`config.mk`:
```
export PLATFORM = sky130hd
export DESIGN_NAME = rr_ack_arbiter
export DESIGN_NICKNAME = d
export VERILOG_FILES = /design/src/rtl/rr_ack_arbiter.sv
export SDC_FILE = /design/constraint.sdc
export NUM_CORES = 1
export LEC_CHECK = 0
export BUFFER_PORTS_ARGS = -buffer_cell sky130_fd_sc_hd__buf_4
export CAP_MARGIN = 20
export CORE_AREA = 2 2 43 65
export DETAILED_ROUTE_END_ITERATION = 8
export DIE_AREA = 0 0 45 67
export GPL_TIMING_DRIVEN = 0
export PLACE_DENSITY = 0.73
export SLEW_MARGIN = 10
export SYNTH_ARGS = -nofsm -noshare
export SYNTH_HDL_FRONTEND = slang
export SYNTH_SLANG_ARGS = --single-unit
```
`constraint.sdc`:
```
create_clock -name clk -period 2.5 [get_ports clk]
set_input_delay 0.125 -clock clk [delete_from_list [all_inputs] [get_ports clk]]
set_output_delay 0.125 -clock clk [all_outputs]
set_load 0.005 [all_outputs]
```
`src/rtl/rr_ack_arbiter.sv`:
```
// rr_ack_arbiter: round-robin arbiter for one shared resource.
// The arbiter grants one requester at a time. It then waits for a completion
// ack from the resource. If no ack arrives within ACK_WIN edges, it releases
// the grant and flags a timeout.
//
// Handshake: req[i] is a level request. A grant is a registered one-hot on gnt
// that stays stable until released; changes to req (including the grantee
// dropping its own request) never release it. The grant is released by an ack
// sampled at WAIT edge k, 1 <= k <= ACK_WIN, or by the ACK_WIN-edge timeout.
// Edge 0 is the first edge that samples gnt high. An ack at edge 0, or any ack
// seen while idle, is ignored. done and timeout are one-cycle pulses that
// appear in the cycle after the releasing edge.
module rr_ack_arbiter #(
   parameter int N       = 4,
   parameter int ACK_WIN = 4
) (
   input  logic                 clk,
   input  logic                 rst_n,
   input  logic [N-1:0]         req,
   input  logic                 ack,
   output logic [N-1:0]         gnt,
   output logic [$clog2(N)-1:0] gnt_id,
   output logic                 busy,
   output logic                 done,
   output logic                 timeout,
   output logic [$clog2(N)-1:0] to_id,
   output logic [7:0]           timeout_cnt,
   output logic                 dbg_state_o,
   output logic [$clog2(N)-1:0] dbg_ptr_o
);

   localparam int IDW = $clog2(N);
   localparam int CW  = $clog2(ACK_WIN + 1);

   typedef enum logic {
      S_IDLE = 1'b0,
      S_WAIT = 1'b1
   } state_e;

   state_e         state_q, state_d;
   logic [N-1:0]   gnt_q, gnt_d;
   logic [IDW-1:0] gnt_id_q, gnt_id_d;
   logic [IDW-1:0] ptr_q, ptr_d;
   logic [CW-1:0]  cnt_q, cnt_d;
   logic           done_q, done_d;
   logic           timeout_q, timeout_d;
   logic [IDW-1:0] to_id_q, to_id_d;
   logic [7:0]     tcnt_q, tcnt_d;

   // Arbitration result: first requester at or after ptr, wrapping modulo N.
   logic           pick_found;
   logic [IDW-1:0] pick_idx;
   int             cand;
   logic [IDW-1:0] cand_idx;

   // Index of the requester after the current grantee, wrapping modulo N.
   logic [IDW-1:0] next_ptr;

   // Round-robin search over the request vector starting at ptr.
   always_comb begin
      pick_found = 1'b0;
      pick_idx   = '0;
      cand       = 0;
      cand_idx   = '0;
      for (int i = 0; i < N; i++) begin
         cand = int'(ptr_q) + i;
         if (cand >= N) begin
            cand = cand - N;
         end
         cand_idx = IDW'(cand);
         if (!pick_found && req[cand_idx]) begin
            pick_found = 1'b1;
            pick_idx   = cand_idx;
         end
      end
   end

   // Rotate priority to the requester after whoever was just served.
   always_comb begin
      next_ptr = '0;
      if (gnt_id_q != IDW'(N - 1)) begin
         next_ptr = gnt_id_q + 1'b1;
      end
   end

   // Next-state and output logic for the IDLE/WAIT controller.
   always_comb begin
      state_d   = state_q;
      gnt_d     = gnt_q;
      gnt_id_d  = gnt_id_q;
      ptr_d     = ptr_q;
      cnt_d     = cnt_q;
      done_d    = 1'b0;
      timeout_d = 1'b0;
      to_id_d   = to_id_q;
      tcnt_d    = tcnt_q;

      unique case (state_q)
         S_IDLE: begin
            gnt_d = '0;
            if (pick_found) begin
               gnt_d[pick_idx] = 1'b1;
               gnt_id_d        = pick_idx;
               cnt_d           = '0;
               state_d         = S_WAIT;
            end
         end

         S_WAIT: begin
            if (ack && (cnt_q != '0)) begin
               // Accepted ack. An ack at the last window edge also lands here,
               // so it wins over the timeout.
               gnt_d   = '0;
               done_d  = 1'b1;
               ptr_d   = next_ptr;
               state_d = S_IDLE;
            end else if (cnt_q == CW'(ACK_WIN)) begin
               gnt_d     = '0;
               timeout_d = 1'b1;
               to_id_d   = gnt_id_q;
               if (tcnt_q != 8'hFF) begin
                  tcnt_d = tcnt_q + 8'd1;
               end
               ptr_d   = next_ptr;
               state_d = S_IDLE;
            end else begin
               cnt_d = cnt_q + 1'b1;
            end
         end

         default: begin
            state_d = S_IDLE;
            gnt_d   = '0;
         end
      endcase
   end

   // State register with synchronous active-low reset.
   always_ff @(posedge clk) begin
      if (!rst_n) begin
         state_q   <= S_IDLE;
         gnt_q     <= '0;
         gnt_id_q  <= '0;
         ptr_q     <= '0;
         cnt_q     <= '0;
         done_q    <= 1'b0;
         timeout_q <= 1'b0;
         to_id_q   <= '0;
         tcnt_q    <= '0;
      end else begin
         state_q   <= state_d;
         gnt_q     <= gnt_d;
         gnt_id_q  <= gnt_id_d;
         ptr_q     <= ptr_d;
         cnt_q     <= cnt_d;
         done_q    <= done_d;
         timeout_q <= timeout_d;
         to_id_q   <= to_id_d;
         tcnt_q    <= tcnt_d;
      end
   end

   assign gnt         = gnt_q;
   assign gnt_id      = gnt_id_q;
   assign busy        = (state_q == S_WAIT);
   assign done        = done_q;
   assign timeout     = timeout_q;
   assign to_id       = to_id_q;
   assign timeout_cnt = tcnt_q;
   assign dbg_state_o = state_q;
   assign dbg_ptr_o   = ptr_q;

   // Structural invariants of the grant and completion outputs.
   a_gnt_onehot0: assert property (@(posedge clk) disable iff (!rst_n) $onehot0(gnt_q));
   a_pulse_excl:  assert property (@(posedge clk) disable iff (!rst_n) !(done_q && timeout_q));
   a_busy_gnt:    assert property (@(posedge clk) disable iff (!rst_n) (busy == (gnt_q != '0)));

endmodule

```
==> summary.md <==
Number of antenna violations at the first check in global routing: 0. In this run the static leakage power is 0.650 nW. In this design, the stage delay of the slowest critical-path cell is 350 ps.

For this run, global-route usage on met1 was measured as 19.9%. TritonCTS built the clock tree. The first detailed-routing pass ran for 4 iterations.

The height of the chip works out to 67 microns. The kind of critical path was reg2reg. Yosys attributes the largest share of cell area to dfxtp_1 40%, mux2i_1 5.0%, ha_1 4.2%. The tools report the post-synthesis net count as 141. In the final routed layout, each cell accounts on average for 12.9 microns.

Synthesized area: 0.00119 sq mm. For this run, the top clock speed supported by timing is 0.595 GHz. Counting the buffers created by CTS gives 3. The count of endpoints failing setup in the final report was 0; the worst-margin pin slew was 449 ps.

The fraction of final layout cells with drive strength greater than 1 was 25.9%. Most frequently used cell type in the post-synthesis netlist: dfxtp_1. Power spread over the standard cell area amounts to 519 mW/mm^2. Across all layers, the routed design uses 1044 vias. The number of pins with negative max-slew slack in the final report was 0; the number of violations reported at the end of detailed-routing iteration 0 was 32.

STA classifies the critical path startpoint as a register. For this design the total switching power over the nets is 0.172 mW. The routed design has 2410 microns of wire.

Setup repair after global routing left no endpoint under its margin. The share of total power in the clock network is 35.8%. The min-delay analysis places its worst path in the category in2reg. For the number of warning messages in the yosys log, the log shows 0. Slowest cell on the critical path: dfxtp_1. Summing all placed instances gives a cell area of 0.00143 sq mm. STA classifies the critical path endpoint as a register. The met3 routing resource usage after global routing was 1.63%; the net switching fraction of the power was 22.3%.

The die is 45 microns wide. Subtracting the final worst setup slack from the clock period gives 1680 ps. Cell type with the highest aggregate area in the netlist: dfxtp_1.

The CTS clock-pin slew for the worst setup and hold paths came out at 130 ps. For this run, design rule violations remaining after detail routing come to 0. The highest net fanout along the worst path is 6.

At the worst endpoint, the required time is 2770 ps. For this configuration, the core starts out at a cell density of 49.2%. The flow ran to the end, and the final reports show no timing, DRC or antenna violations.

In the final design database the tool counted 174 nets. Counting tap cells, the placed design contains a total of 182 instances. The master cell of the clock root buffer is clkbuf_4.

The first global-routing pass estimated 4110 microns of wire. In this run the remaining antenna-violating nets after routing total 0. In the synthesized netlist the async set-or-reset flop fraction comes to 0%.

The tools report the number of levels the H-tree was split into as 1. Entering global routing, the biggest net connects 15 pins. Dividing the final minimum period by the clock period gives 67.2%.

The port buffer count works out to 28. Combinational logic is responsible for 12.2% of the overall power. The aggregate global routing overflow is 0. Global routing consumed, on the met2 layer, 33.0% of the routing resources.

For the maximum vdd drop, the log shows 0.362 mV. Yosys mapped a number of flops with a built-in enable equal to 0. Max-cap violations in this run came to 0.

Counting every sink on the clock net gives 24. Gates resized during post-CTS repair numbered 0. The portion of synthesized cell area occupied by the leading cell type came out at 40.3%.

The critical path goes through inv_1 > ha_1 > mux2i_1 > and2_0 > and3_1 > a31o_1. Summing all non-filler instances in the final layout gives an area of 0.00149 sq mm. Hold buffer count at CTS: 0. The number of rows created at floorplan is 22, and the clock latency at the later pin of the worst-skew pair is 320 ps. The internal portion of the total power is 0.599 mW.

The worst pin sits at a relative slew slack of 70.1%. The run gives 0.771 mW as the total power after layout. The most used flip-flop cell after synthesis is dfxtp_1.

After synthesis, flip-flops and latches occupy 40.3% of the total area. For this run, the number of standard cells in the final layout without fillers is 186. The area inside the core boundary is 0.00242 sq mm, and the summed negative setup slack over all endpoints is 0 ps. After detailed routing, the number of vias per cell comes to 5.61. For the final clock skew, the log shows 5.55 ps. The global placement routability congestion was 0.796. The logs give 18.3% for the global-route usage over all layers and 52.0% for the sequential share of power.

The logs give 1950 ps for the data arrival time of the critical path and 0 for the number of hold violations in the final report. Synthesis inferred 24 register bits. The via count of the first global-routing pass came out at 993. Dividing the synthesized area by the synthesized cell count gives 9.17 sq um. Counting distinct cell types in the post-synthesis netlist gives 39. The run gives 130 as the gate count of the mapped netlist.

By count the netlist is led by 24 x dfxtp_1, 13 x nor2_1, 12 x nand2_1, 9 x a21oi_1, 9 x nand3_1. Summed over all nets, the half-perimeter wirelength after detailed placement is 1920 microns. The floorplan step defined a die boundary enclosing 0.00302 sq mm. The final hold slack was 65.9 ps; the number of inserted diodes was 0.

The layout has 223 filler cells. The number of I/O pins is 29. The largest buffer count on any clock path was 2. After global routing, the most crowded layer is met2. The signed area change from the synthesized netlist to the final layout is 24.6%, and the number of setup buffers added after CTS is 0.
==> kinds of logic after synthesis <==
logic type      after synthesis  share of synthesized area (%)
xor+xnor                      5                           3.67
compound gates               26                           17.0
simple gates                 53                           25.2
buf+inv                      12                           4.62
mux                           6                           5.04
fa+ha+maj                     4                           4.20
flops                        24                           40.3
==> metal layers <==
| metal | routed length (microns) | share of wire [%] | up-vias |
|---|---|---|---|
| met5 | 0 | 0 | - |
| li1 | - | - | 526 |
| met1 | 937 | 39 | 478 |
| met3 | 127 | 5.3 | 7 |
| met2 | 1280 | 53 | 33 |
| met4 | 58 | 2.4 | 0 |
==> sequential cells by signal, indices dropped and copies added (netlist names) <==
signal	cells
cnt_q	3
dbg_ptr_o	2
busy	1
to_id	2
timeout	1
gnt_id	2
gnt	4
timeout_cnt	8
done	1
==> cell usage in the layout, fill, tap and decap left out, types with 2 or more instances in the layout <==
cell type	instances
buf_4	30
dfxtp_1	24
nor2_1	13
nand2_1	12
a21oi_1	9
nand3_1	9
inv_1	6
mux2i_1	6
xnor2_1	5
ha_1	4
and3_1	3
nor3_1	3
clkbuf_4	3
clkbuf_1	2
buf_2	2
nand2b_1	2
o21a_1	2
a31o_1	2
o21ai_0	2
o31ai_1	2
==> worst paths after layout <==
check	startpoint	to	slack, ps	cells past startpoint
hold reg to reg	gnt[0]	gnt[0]	480	2
setup reg to reg	cnt_q[0]	gnt[1]	820	6
hold / removal	ack	done	70	3
setup / recovery	cnt_q[0]	gnt[1]	820	6
==> cell type report <==
cell class | instances | area, sq um | area share, %
plain buffers | 6 | 32.5 | 2.19
clock buffers | 3 | 22.5 | 1.52
clock inverters | 1 | 30.0 | 2.02
inverters | 6 | 22.5 | 1.52
multi-input cells | 94 | 657 | 44.2
flip-flops and latches | 24 | 480 | 32.4
well taps | 24 | 30.0 | 2.02
repair buffers | 28 | 210 | 14.2
==> power by group through the flow <==
stage               Combinational (mW)  Clock (mW)  Sequential [mW]
global route                     0.106       0.298            0.403
global placement                0.0933           0            0.409
floorplan                       0.0563           0            0.409
finish                          0.0941       0.276            0.401
CTS                             0.0955       0.284            0.401
detailed placement              0.0950           0            0.409
==> metrics by stage <==
step	util (%)	setup slack, ps
after global routing	61.3	674
after detailed placement	59.1	839
after global placement	59.1	866
after CTS	61.3	823
final	61.3	820
after floorplan	-	998
==> worst max-delay path, delay by kind of cell, from the launching register on <==
kind / cells / cell delay [ps]
compound gates: 1 / 90
mux: 1 / 330
simple gates: 2 / 540
fa+ha+maj: 1 / 250
buf+inv: 1 / 80
flops: 1 / 350
Note: power is estimated with default switching activity, not from simulation.
